File: config.mk
export PLATFORM = sky130hd
export DESIGN_NAME = cmd_responder
export DESIGN_NICKNAME = d
export VERILOG_FILES = /design/src/rtl/knight_pkg.sv /design/src/rtl/cmd_resp_timer.sv /design/src/rtl/cmd_responder.sv
export SDC_FILE = /design/constraint.sdc
export NUM_CORES = 1
export LEC_CHECK = 0
export CAP_MARGIN = 20
export CORE_ASPECT_RATIO = 0.5
export CORE_MARGIN = 3
export CORE_UTILIZATION = 60
export CTS_CLUSTER_DIAMETER = 60
export CTS_CLUSTER_SIZE = 40
export DETAILED_ROUTE_END_ITERATION = 16
export HOLD_SLACK_MARGIN = 0.02
export PLACE_DENSITY = 0.95
export SYNTH_ARGS = -nofsm -noshare
export SYNTH_HDL_FRONTEND = slang
export SYNTH_SLANG_ARGS = --single-unit
File: constraint.sdc
create_clock -name clk -period 6.23 [get_ports clk]
set_clock_uncertainty 0.1 [all_clocks]
set_input_delay 0.623 -clock clk [delete_from_list [all_inputs] [get_ports clk]]
set_output_delay 0.623 -clock clk [all_outputs]
set_load 0.02 [all_outputs]
File: src/rtl/knight_pkg.sv
// Shared constants and state encoding for the knight-tour command interface.
package knight_pkg;

    localparam logic [3:0] OP_CAL      = 4'h0;
    localparam logic [3:0] OP_MOVE     = 4'h2;
    localparam logic [3:0] OP_MOVE_FAN = 4'h3;

    localparam logic [7:0] HDG_N = 8'h00;
    localparam logic [7:0] HDG_W = 8'h3F;
    localparam logic [7:0] HDG_S = 8'h7F;
    localparam logic [7:0] HDG_E = 8'hBF;

    localparam logic [7:0] RESP_ACK = 8'hA5;
    localparam logic [7:0] RESP_ERR = 8'hEE;

    localparam logic signed [5:0] POS_MAX = 6'sd4;
    localparam int TMR_W = 16;

    typedef enum logic [2:0] {
        S_IDLE,
        S_DECODE,
        S_CAL,
        S_TURN,
        S_MOVE,
        S_FANFARE,
        S_RESP
    } state_e;

endpackage

File: src/rtl/cmd_resp_timer.sv
// Loadable down-counter; done is high in the last cycle of a loaded interval.
module cmd_resp_timer #(
    parameter int W = 16
) (
    input  logic         clk,
    input  logic         rst_n,
    input  logic         load,
    input  logic [W-1:0] load_val,
    output logic         done
);

    logic [W-1:0] cnt_q, cnt_d;

    always_comb begin
        cnt_d = cnt_q;
        if (load)
            cnt_d = load_val;
        else if (cnt_q != '0)
            cnt_d = cnt_q - W'(1);
    end

    always_ff @(posedge clk or negedge rst_n) begin
        if (!rst_n) cnt_q <= '0;
        else        cnt_q <= cnt_d;
    end

    assign done = (cnt_q == W'(1));

endmodule

File: src/rtl/cmd_responder.sv
// Knight-move command responder: timed heading/travel model with board tracking.
// Optional fanfare phase for opcode 3 enabled by defining CMD_RESP_FANFARE_EN.
module cmd_responder
    import knight_pkg::*;
#(
    parameter int TURN_CYCLES    = 3,
    parameter int SQ_CYCLES      = 4,
    parameter int CAL_CYCLES     = 8,
    parameter int FANFARE_CYCLES = 6,
    parameter int X0             = 2,
    parameter int Y0             = 2
) (
    input  logic        clk,
    input  logic        rst_n,
    input  logic [15:0] cmd,
    input  logic        cmd_rdy,
    output logic        clr_cmd_rdy,
    output logic        send_resp,
    output logic [7:0]  resp,
    output logic        busy,
    output logic        fanfare,
    output logic [2:0]  x_pos,
    output logic [2:0]  y_pos
);

    state_e            state_q, state_d;
    logic [15:0]       cmd_q, cmd_d;
    logic [7:0]        resp_q, resp_d;
    logic [2:0]        x_q, x_d, y_q, y_d;
    logic [2:0]        dx_q, dx_d, dy_q, dy_d;

    logic [3:0]        op;
    logic [7:0]        hdg;
    logic [3:0]        nsq;
    logic signed [5:0] tx, ty;
    logic              hdg_ok, dest_ok, move_op, cmd_err, fan_phase;
    logic              tmr_load, tmr_done;
    logic [TMR_W-1:0]  tmr_val;
    state_e            after_move;

    assign op  = cmd_q[15:12];
    assign hdg = cmd_q[11:4];
    assign nsq = cmd_q[3:0];

    // Destination in 6-bit signed space so out-of-board results never wrap back on.
    always_comb begin
        tx     = {3'b000, x_q};
        ty     = {3'b000, y_q};
        hdg_ok = 1'b1;
        case (hdg)
            HDG_N:   ty = ty + {2'b00, nsq};
            HDG_W:   tx = tx - {2'b00, nsq};
            HDG_S:   ty = ty - {2'b00, nsq};
            HDG_E:   tx = tx + {2'b00, nsq};
            default: hdg_ok = 1'b0;
        endcase
    end

    assign dest_ok = !tx[5] && (tx <= POS_MAX) && !ty[5] && (ty <= POS_MAX);
    assign move_op = (op == OP_MOVE) || (op == OP_MOVE_FAN);
    assign cmd_err = (op != OP_CAL) && (!move_op || !hdg_ok || !dest_ok);

`ifdef CMD_RESP_FANFARE_EN
    assign fan_phase = (op == OP_MOVE_FAN);
    assign fanfare   = (state_q == S_FANFARE);
`else
    assign fan_phase = 1'b0;
    assign fanfare   = 1'b0;
`endif

    assign after_move = fan_phase ? S_FANFARE : S_RESP;

    always_comb begin
        state_d = state_q;
        cmd_d   = cmd_q;
        resp_d  = resp_q;
        x_d     = x_q;
        y_d     = y_q;
        dx_d    = dx_q;
        dy_d    = dy_q;
        case (state_q)
            S_IDLE: begin
                if (cmd_rdy) begin
                    cmd_d   = cmd;
                    state_d = S_DECODE;
                end
            end
            S_DECODE: begin
                if (op == OP_CAL) begin
                    state_d = S_CAL;
                end else if (cmd_err) begin
                    state_d = S_RESP;
                end else begin
                    dx_d    = tx[2:0];
                    dy_d    = ty[2:0];
                    state_d = S_TURN;
                end
            end
            S_CAL:     if (tmr_done) state_d = S_RESP;
            S_TURN:    if (tmr_done) state_d = (nsq == 4'd0) ? after_move : S_MOVE;
            S_MOVE: begin
                if (tmr_done) begin
                    x_d     = dx_q;
                    y_d     = dy_q;
                    state_d = after_move;
                end
            end
            S_FANFARE: if (tmr_done) state_d = S_RESP;
            // The RESP cycle doubles as an idle slot so a held cmd_rdy is taken on the closing edge.
            S_RESP: begin
                if (cmd_rdy) begin
                    cmd_d   = cmd;
                    state_d = S_DECODE;
                end else begin
                    state_d = S_IDLE;
                end
            end
            default: state_d = S_IDLE;
        endcase
        // Only an error goes straight from DECODE to RESP.
        if (state_d == S_RESP && state_q != S_RESP)
            resp_d = (state_q == S_DECODE) ? RESP_ERR : RESP_ACK;
    end

    always_comb begin
        tmr_val = '0;
        case (state_d)
            S_TURN:    tmr_val = TMR_W'(TURN_CYCLES);
            S_MOVE:    tmr_val = TMR_W'(nsq) * TMR_W'(SQ_CYCLES);
            S_CAL:     tmr_val = TMR_W'(CAL_CYCLES);
            S_FANFARE: tmr_val = TMR_W'(FANFARE_CYCLES);
            default:   tmr_val = '0;
        endcase
    end

    assign tmr_load = (state_d != state_q);

    cmd_resp_timer #(.W(TMR_W)) u_timer (
        .clk      (clk),
        .rst_n    (rst_n),
        .load     (tmr_load),
        .load_val (tmr_val),
        .done     (tmr_done)
    );

    always_ff @(posedge clk or negedge rst_n) begin
        if (!rst_n) begin
            state_q <= S_IDLE;
            cmd_q   <= '0;
            resp_q  <= '0;
            x_q     <= 3'(X0);
            y_q     <= 3'(Y0);
            dx_q    <= '0;
            dy_q    <= '0;
        end else begin
            state_q <= state_d;
            cmd_q   <= cmd_d;
            resp_q  <= resp_d;
            x_q     <= x_d;
            y_q     <= y_d;
            dx_q    <= dx_d;
            dy_q    <= dy_d;
        end
    end

    assign clr_cmd_rdy = (state_q == S_DECODE);
    assign send_resp   = (state_q == S_RESP);
    assign busy        = (state_q != S_IDLE);
    assign resp        = resp_q;
    assign x_pos       = x_q;
    assign y_pos       = y_q;

endmodule

==> run summary <==
status: completed
Max Cap Viol: 0
nets: 373
gr usage total: 0.241
Int Pwr: 0.878 mW
Clock power frac: 0.129
Synth area leader: dfrtp_1
grt ovf: 0
RSZ-0062 raised after global routing: false
core area: 0.00462 sq mm
Critical Path AT: 3370 ps
synthesized area: 0.00301 sq mm
final worst path period share: 0.524
f_max: 306 MHz
Async SR Flop Fraction: 1.00
slew of the pin with the lowest slew margin: 838 ps
Chip Width: 106 um
Post-synth EDFFs: 0
synthesis warning total: 0
diode count: 0
row cnt: 17
ys flop type: dfrtp_1
WP data required: 6340 ps
synthesis-stage register bit count: 50
DRC viols: 0
Post-Syn Instances: 306
post-synthesis sequential area ratio: 0.416
Sw Share: 0.427
post-synth top area share: 0.399
Worst-Skew Late Latency: 310 ps
1st-iter DRT viols: 137
Die ar.: 0.00596 sq mm
clk buf depth: 2
CTS Buf Count: 5
Critical Path Fanout Max: 12
# Post-CTS Setup Buffers: 0
drt pass-1 iters: 5
Final Hold Fails: 0
antenna-violating nets left: 0
Max IR drop VDD: 0.229 mV
Detailed Place HPWL: 4.85 mm
setup_tns: 0 ps
Cell variety after synth: 58
P_leak: 1.46 nW
critical path class: flop to flop
clock transition at the registers of the reported paths: 90 ps
die height: 56.1 um
DR vias: 2411
Slew HR: 0.434
hold buffers post-CTS: 0
Period minus WS final: 3270 ps
Hold Crit Class: primary input to async pin
combinational fraction of design power: 0.487
final wirelength: 6.57 mm
layout cells sized above 1: 0.116
top-count cell post-synth: dfrtp_1
GPL Wtd Cong: 0.910
largest net degree at the start of global routing: 51
first-pass GRT wire length: 11.5 mm
P&R area growth vs syn: 15.4%
CTS Root Cell: clkbuf_8
final hold slack: 72.9 ps
Worst setup EP type: flop
vias in the first global route: 2481
number of vias per cell: 5.98
H-Tree Depth: 2
CTS tree: yes
Reg power frac: 0.384
Startpoint Class: flop
CTS Sinks: 50
Max Slew Vio Count: 0
P per Cell Area: 440 mW/mm^2
P_sw: 0.653 mW
DR WL/cell: 16.3 um
Resized cells post-CTS: 0
final setup fails: 0
Post-Syn Area per Cell: 9.85 sq um
Port Buf Inserts: 34
synth top area cells: dfrtp_1, mux2_2, ha_1
antenna violations before repair: 0
Post-synth top cells: dfrtp_1, nand2_1, inv_1
Starting Density: 0.653
num ports: 37
stage by stage:
| stage | utilization | std cells | total power, mW | setup WS (ps) | area, sq um |
|---|---|---|---|---|---|
| 6_report | 0.753 | 403 | 1.53 | 2960 | 3480 |
| 3_5_place_dp | 0.729 | 394 | 1.33 | 2990 | 3360 |
| 4_1_cts | 0.749 | 402 | 1.53 | 2980 | 3460 |
| 2_1_floorplan | - | 307 | 1.12 | 3200 | 3020 |
| 5_1_grt | 0.753 | 403 | 1.66 | 2740 | 3480 |
| 3_3_place_gp | 0.729 | 394 | 1.27 | 3100 | 3360 |
cell type report:
type / count / area (sq um)
Clock buffer: 7 / 86.3
Clock inverter: 1 / 5.00
Inverter: 20 / 75.1
Sequential cell: 50 / 1250
Tap cell: 66 / 82.6
Fill cell: 289 / 1140
Multi-Input combinational cell: 222 / 1600
Timing Repair Buffer: 37 / 370
metal layers:
metal  vias up  part of all wire  GRT usage
met4         0             0.017     0.0904
met1      1207              0.42      0.301
li1       1130                 -          -
met3        14             0.046     0.0475
met2        60              0.51      0.417
met5         -                 0          0
flip-flops by register name, summed over array words and instances (netlist names):
name,flops
y_pos,3
x_pos,3
resp,3
dy_q,3
dx_q,3
cmd_q,16
state_q,3
u_timer.cnt_q,16
path summary, 6_finish.rpt:
kind	from	slack, ps	endpoint	depth (start not counted)
setup reg to reg	y_pos[1]	2960	u_timer.cnt_q[3]	9
hold reg to reg	dy_q[2]	410	dy_q[2]	2
hold / removal	rst_n	70	u_timer.cnt_q[11]	1
max in group asynchronous	rst_n	5390	y_pos[1]	2
setup / recovery	y_pos[1]	2960	u_timer.cnt_q[3]	9
min in group clk	dy_q[2]	410	dy_q[2]	2
power groups by stage:
stage | Combinational (mW) | Clock [mW] | Sequential, mW
global placement | 0.697 | 0 | 0.576
CTS | 0.745 | 0.199 | 0.584
global route | 0.830 | 0.218 | 0.607
detailed placement | 0.740 | 0 | 0.588
finish | 0.746 | 0.197 | 0.588
floorplan | 0.582 | 0 | 0.542
logic make-up (layout without fill, tap and decap cells):
logic type	count (synthesis)	count (layout)	synth area share
AOI/OAI and AO/OA	64	64	0.137
xor gates and xnor gates	12	12	0.0349
adders and majority gates	18	18	0.0847
buffers and inverters	35	65	0.0548
DFF	50	50	0.416
muxes	22	22	0.0835
other	1	2	0.00124
and+or+nand+nor	104	104	0.187
worst max-delay path, stage by stage (launching register included):
cell and delay (ps):
dfstp_2 620, inv_1 100, fa_1 530, and3b_1 190, or3_1 310, a21o_1 200, a311oi_2 430, nand2b_2 260
and2_1 260, a31o_1 180
layout by cell type, fill, tap and decap left out, types with 3 or more instances in the layout:
cell type	Yosys	final
dfrtp_1	48	48
clkdlybuf4s50_1	0	33
nand2_1	27	27
inv_1	20	20
nor2_1	16	16
mux2_2	16	16
ha_1	14	14
o21ai_0	13	13
a21oi_1	12	12
nor3_1	11	11
xnor2_1	9	9
o21ai_1	9	9
nor2b_1	7	7
nand2b_1	6	6
clkbuf_8	0	6
or3_1	5	5
nor4_1	4	4
o21a_1	4	4
fa_1	4	4
nor3b_1	4	3
nand4_1	3	3
or4_1	3	3
xor2_1	3	3
and3_1	3	3
a21o_1	3	3
o2111ai_1	3	3
mux2i_1	3	3
Power figures use the tool's default switching activity.
